$ cat src/rtl/hulohot_alu_pipe.sv
// hulohot_alu_pipe: handshaked, registered ALU with an optional iterative multiplier.
//
// One operation is accepted per input transfer (in_valid && in_ready). The result, with its
// zero and err flags, is held in an output register until it is consumed
// (out_valid && out_ready). Single-cycle ops sustain one result per clock. When ALU_MUL_EN is
// defined, opcode 111 runs a shift-add multiply taking WIDTH+1 cycles. When it is undefined,
// opcode 111 completes in one cycle with err=1.
//
// Ports:
//   clk, rst_n          rising-edge clock, asynchronous active-low reset
//   in_valid/in_ready   operand handshake; in_ready is combinational from state and out_ready
//   a, b                unsigned WIDTH-bit operands
//   opcode              000 ADD, 001 SUB, 010 AND, 011 OR, 100 XOR, 101 SHL, 110 SHR, 111 MUL
//   out_valid/out_ready result handshake
//   z                   2*WIDTH-bit result, zero-extended
//   zero, err           z == 0; illegal/disabled opcode (forces z=0, zero=1)
//
// Configuration macro: ALU_MUL_EN (enables the iterative multiplier and the BUSY state).

module hulohot_alu_pipe #(
  parameter int unsigned WIDTH = 3
) (
  input  logic               clk,
  input  logic               rst_n,
  input  logic               in_valid,
  output logic               in_ready,
  input  logic [WIDTH-1:0]   a,
  input  logic [WIDTH-1:0]   b,
  input  logic [2:0]         opcode,
  output logic               out_valid,
  input  logic               out_ready,
  output logic [2*WIDTH-1:0] z,
  output logic               zero,
  output logic               err
);

  localparam int unsigned ZW = 2 * WIDTH;
  // Shift amounts at or above WIDTH produce zero.
  localparam logic [WIDTH:0] ShLimit = (WIDTH+1)'(WIDTH);

  localparam logic [2:0] OpAdd = 3'b000;
  localparam logic [2:0] OpSub = 3'b001;
  localparam logic [2:0] OpAnd = 3'b010;
  localparam logic [2:0] OpOr  = 3'b011;
  localparam logic [2:0] OpXor = 3'b100;
  localparam logic [2:0] OpShl = 3'b101;
  localparam logic [2:0] OpShr = 3'b110;

`ifdef ALU_MUL_EN
  localparam logic [2:0]  OpMul   = 3'b111;
  localparam int unsigned CW      = $clog2(WIDTH + 1);
  localparam logic [CW-1:0] CntLast = CW'(WIDTH);

  typedef enum logic [1:0] {StIdle, StBusy, StFull} state_e;
`else
  typedef enum logic [1:0] {StIdle, StFull} state_e;
`endif

  state_e          state_q, state_d;
  logic [ZW-1:0]   z_q, z_d;
  logic            zero_q, zero_d;
  logic            err_q, err_d;

  logic [ZW-1:0]   op_res;
  logic            op_err;
  logic            in_fire;
  logic            mul_req;

`ifdef ALU_MUL_EN
  logic [ZW-1:0]    mcand_q, mcand_d;
  logic [WIDTH-1:0] mplier_q, mplier_d;
  logic [ZW-1:0]    acc_q, acc_d;
  logic [CW-1:0]    cnt_q, cnt_d;

  assign mul_req = (opcode == OpMul);
`else
  assign mul_req = 1'b0;
`endif

  assign out_valid = (state_q == StFull);
  assign in_ready  = (state_q == StIdle) || ((state_q == StFull) && out_ready);
  assign in_fire   = in_valid && in_ready;

  // Single-cycle datapath; only reaches the outputs through the result register.
  always_comb begin
    op_res = '0;
    op_err = 1'b0;
    case (opcode)
      OpAdd:   op_res[WIDTH:0]   = {1'b0, a} + {1'b0, b};
      OpSub:   op_res[WIDTH:0]   = {1'b0, a} - {1'b0, b};
      OpAnd:   op_res[WIDTH-1:0] = a & b;
      OpOr:    op_res[WIDTH-1:0] = a | b;
      OpXor:   op_res[WIDTH-1:0] = a ^ b;
      OpShl:   op_res[WIDTH-1:0] = ({1'b0, b} >= ShLimit) ? '0 : (a << b);
      OpShr:   op_res[WIDTH-1:0] = ({1'b0, b} >= ShLimit) ? '0 : (a >> b);
      default: begin
`ifndef ALU_MUL_EN
        op_err = 1'b1;
`endif
      end
    endcase
  end

  always_comb begin
    state_d = state_q;
    z_d     = z_q;
    zero_d  = zero_q;
    err_d   = err_q;
`ifdef ALU_MUL_EN
    mcand_d  = mcand_q;
    mplier_d = mplier_q;
    acc_d    = acc_q;
    cnt_d    = cnt_q;
`endif
    unique case (state_q)
      StIdle, StFull: begin
        if (out_valid && out_ready) state_d = StIdle;
        // In FULL an input transfer implies out_ready, so this also covers back-to-back.
        if (in_fire) begin
          if (mul_req) begin
`ifdef ALU_MUL_EN
            state_d  = StBusy;
            mcand_d  = ZW'(a);
            mplier_d = b;
            acc_d    = '0;
            cnt_d    = '0;
`endif
          end else begin
            state_d = StFull;
            z_d     = op_err ? '0 : op_res;
            zero_d  = op_err || (op_res == '0);
            err_d   = op_err;
          end
        end
      end
`ifdef ALU_MUL_EN
      StBusy: begin
        if (cnt_q == CntLast) begin
          state_d = StFull;
          z_d     = acc_q;
          zero_d  = (acc_q == '0);
          err_d   = 1'b0;
        end else begin
          if (mplier_q[0]) acc_d = acc_q + mcand_q;
          mcand_d  = mcand_q << 1;
          mplier_d = mplier_q >> 1;
          cnt_d    = cnt_q + CW'(1);
        end
      end
`endif
      default: state_d = StIdle;
    endcase
  end

  always_ff @(posedge clk or negedge rst_n) begin
    if (!rst_n) begin
      state_q <= StIdle;
      z_q     <= '0;
      zero_q  <= 1'b0;
      err_q   <= 1'b0;
    end else begin
      state_q <= state_d;
      z_q     <= z_d;
      zero_q  <= zero_d;
      err_q   <= err_d;
    end
  end

`ifdef ALU_MUL_EN
  always_ff @(posedge clk or negedge rst_n) begin
    if (!rst_n) begin
      mcand_q  <= '0;
      mplier_q <= '0;
      acc_q    <= '0;
      cnt_q    <= '0;
    end else begin
      mcand_q  <= mcand_d;
      mplier_q <= mplier_d;
      acc_q    <= acc_d;
      cnt_q    <= cnt_d;
    end
  end
`endif

  assign z    = z_q;
  assign zero = zero_q;
  assign err  = err_q;

endmodule
$ cat config.mk
export PLATFORM = sky130hd
export DESIGN_NAME = hulohot_alu_pipe
export DESIGN_NICKNAME = d
export VERILOG_FILES = /design/src/rtl/hulohot_alu_pipe.sv
export SDC_FILE = /design/constraint.sdc
export NUM_CORES = 1
export LEC_CHECK = 0
export CORE_AREA = 2 2 48 50
export CTS_BUF_LIST = sky130_fd_sc_hd__clkbuf_8
export DETAILED_ROUTE_END_ITERATION = 6
export DIE_AREA = 0 0 50 52
export PLACE_DENSITY = 0.78
export SLEW_MARGIN = 20
export SYNTH_ARGS = -nofsm -noshare
export SYNTH_HDL_FRONTEND = slang
export SYNTH_SLANG_ARGS = --single-unit
$ cat constraint.sdc
create_clock -name clk -period 1.6 [get_ports clk]
set_input_delay 0.24 -clock clk [delete_from_list [all_inputs] [get_ports clk]]
set_output_delay 0.24 -clock clk [all_outputs]
set_load 0.02 [all_outputs]
==> flow_summary.yaml <==
power:
  ir_worst_vdd_mv: 0.524
  p_per_area_nw_per_um2: 600
  power_uw: 868
  p_leak_nw: 0.671
grt:
  use_met3_pct: 2.59
  first_global_vias: 952
  met1_usage_pct: 19.8
  grt_antenna_before_repair: 0
  gr-total-overflow: 0
  grt.total_usage_pct: 20.8
  grt_use_met2_pct: 41.4
  grt_max_degree: 8
  grt_pass1_wl_mm: 3.98
  busiest_layer: "met2"
detailed_routing:
  finalWirelength_mm: 2.55
  vias: 964
  drt_iter0_drc: 25
  wire_per_inst_um: 14.1
  drtAntennaViolNets: 0
  drc: 0
  viasPerCell: 5.33
  firstDrtPassIters: 5
clock_network:
  cts_tree: "done"
  cts_max_level: 1
  cts-root-buf: "clkbuf_8"
  cts_sinks: 7
  numCtsBuffers: 3
  clk-insertion-delay-late_ns: 0.23
  cts.reportedPaths.clkPinSlew_ns: 0.04
  clockBufferDepth: 2
synthesis:
  synth_edf_count: 0
  muxShareOfSynthArea_pct: 2.47
  syn_avg_cell_area_um2: 8.18
  ys.flop_type: "dfrtp_1"
  synth-simple-area-share_pct: 21.6
  synth_seq_cells: 7
  syn-cell-area_um2: 810
  seq_area_frac_synth_pct: 21.6
  synth_top_area_cell: "dfrtp_1"
  synth_compound_area_share_pct: 22.4
  yosys_warnings: 0
  synth_cell_types: 41
  yosys.area_share.adder_pct: 20.4
  synth_area_leaders: "dfrtp_1 22%, ha_1 15%, fa_1 4.9%"
  synth_xor_area_share_pct: 2.16
  async_flop_share_pct: 100
  yosysTopAreaCellShare_pct: 21.6
  synth_top_family_by_area: "compound AO/OA/AOI/OAI gates"
  synthCells: 99
floorplan:
  io_pins: 23
  initial_core_util_pct: 38.4
  die_x_um: 50
  rows: 17
  core_area_um2: 2110
  die_h_um: 52
  dieArea_um2: 2600
layout:
  area_delta_synth_final_pct: 78.7
  drive_gt1_share_pct: 42.5
  final_common_cell: "buf_4"
  nNetsFinal: 179
  final_cell_mix: "34 x buf_4, 10 x clkdlybuf4s50_1, 9 x nand2_1"
  antenna_cells: 0
timing:
  slew_viol_final: 0
  final-setup-viol-count: 0
  clock.fmax_mhz: 630
  hold-worst-slack_ns: 0.265
  period_minus_slack_ns: 1.59
  skew_ns: 0.0000755
  fin_crit_sh_pct: 99.2
  hold_viol_final: 0
  rsz0062_at_grt: "yes"
setup_path:
  cp.required_ns: 1.72
  r2r_start: "state_q[0]"
  r2r_cells: 6
  arrival_ns: 1.71
  crit_path_max_fanout: 4
  setup.worst_path.end_class: "flip-flop"
  worstSetupPathType: "input port to flip-flop"
  startpoint: "b[1]"
  start_kind: "input port"
outcome:
  status: "completed"
worst_hold_path:
  min_path_type: "input port to asynchronous set/reset pin"
placed_design:
  gp_congestion: 0.903
  dp_hpwl_mm: 1.81
  portBuffers: 20
job:
  drv_cap: 0
-- layout make-up --
| cell class | instances | area (um^2) |
|---|---|---|
| clock buffer | 3 | 41.3 |
| clock inverter | 1 | 3.75 |
| fill | 168 | 659 |
| inverter | 11 | 45.0 |
| multi-input combinational | 77 | 687 |
| sequential | 7 | 175 |
| tap | 28 | 35.0 |
| timing repair buffer | 54 | 459 |
-- where the power goes --
group | internal (mW) | switching, mW
Combinational | 0.207 | 0.197
Clock | 0.166 | 0.0828
Sequential | 0.202 | 0.0123
-- critical path, stage by stage --
cell	delay, ns
buf_2	0.11
inv_1	0.11
ha_1	0.31
buf_4	0.12
a21o_1	0.13
a21oi_1	0.07
nor4_1	0.28
nor3_1	0.08
a41o_1	0.25
-- synthesized netlist by cell type (all sizes together) (2+ instances only) --
cell,n
a21oi,2
a31oi,2
buf,5
dfrtp,7
fa,2
ha,10
inv,10
mux2i,2
nand2,9
nand2b,5
nand3,2
nor2,3
nor2b,4
nor3,3
nor4,2
o21a,2
o21ai,7
o31ai,2
-- metal layers --
metal / wire length [um] / part of all wire [%]
met1: 966 / 38
met2: 1340 / 52
met3: 136 / 5.3
met4: 110 / 4.3
met5: 0 / 0
-- sequential cells by signal, indices dropped and copies added (netlist names) --
signal,flops
z,4
err,1
state_q,1
zero,1
-- what timing repair did --
item / in CTS / in global routing
hold buffers: 0 / 0
setup buffers: 4 / 1
pin swaps: 8 / 11
gates resized for setup: 38 / 17
setup endpoints to repair: 6 / 4
-- path summary, 6_finish.rpt --
kind	end	slack (ns)
setup / recovery	zero	0.01
hold / removal	z[3]	0.26
setup reg to reg	zero	0.37
hold reg to reg	z[1]	0.47
max in group asynchronous	z[0]	1.10
min in group clk	z[1]	0.47
-- through the flow --
| step | cells | utilization, % | setup slack [ns] | TNS (ns) | area [um^2] |
|---|---|---|---|---|---|
| after global routing | 181 | 68.7 | -0.0634 | -0.102 | 1450 |
| after detailed placement | 173 | 59.5 | -0.788 | -3.09 | 1250 |
| final | 181 | 68.7 | 0.0121 | 0 | 1450 |
| after CTS | 181 | 65.3 | -0.105 | -0.155 | 1380 |
| after floorplan | 100 | - | -0.0407 | -0.0407 | 823 |
| after global placement | 173 | 59.5 | -0.719 | -2.78 | 1250 |
-- cell families (layout without fill, tap and decap cells) --
kind of cell	Yosys count	in the layout
DFF	7	7
muxes	2	2
other	1	2
adders and majority gates	12	12
AOI/OAI and AO/OA	26	26
buffers and inverters	16	69
and+or+nand+nor	33	33
xor gates and xnor gates	2	2
No activity file was read; power rests on OpenSTA's default activity.
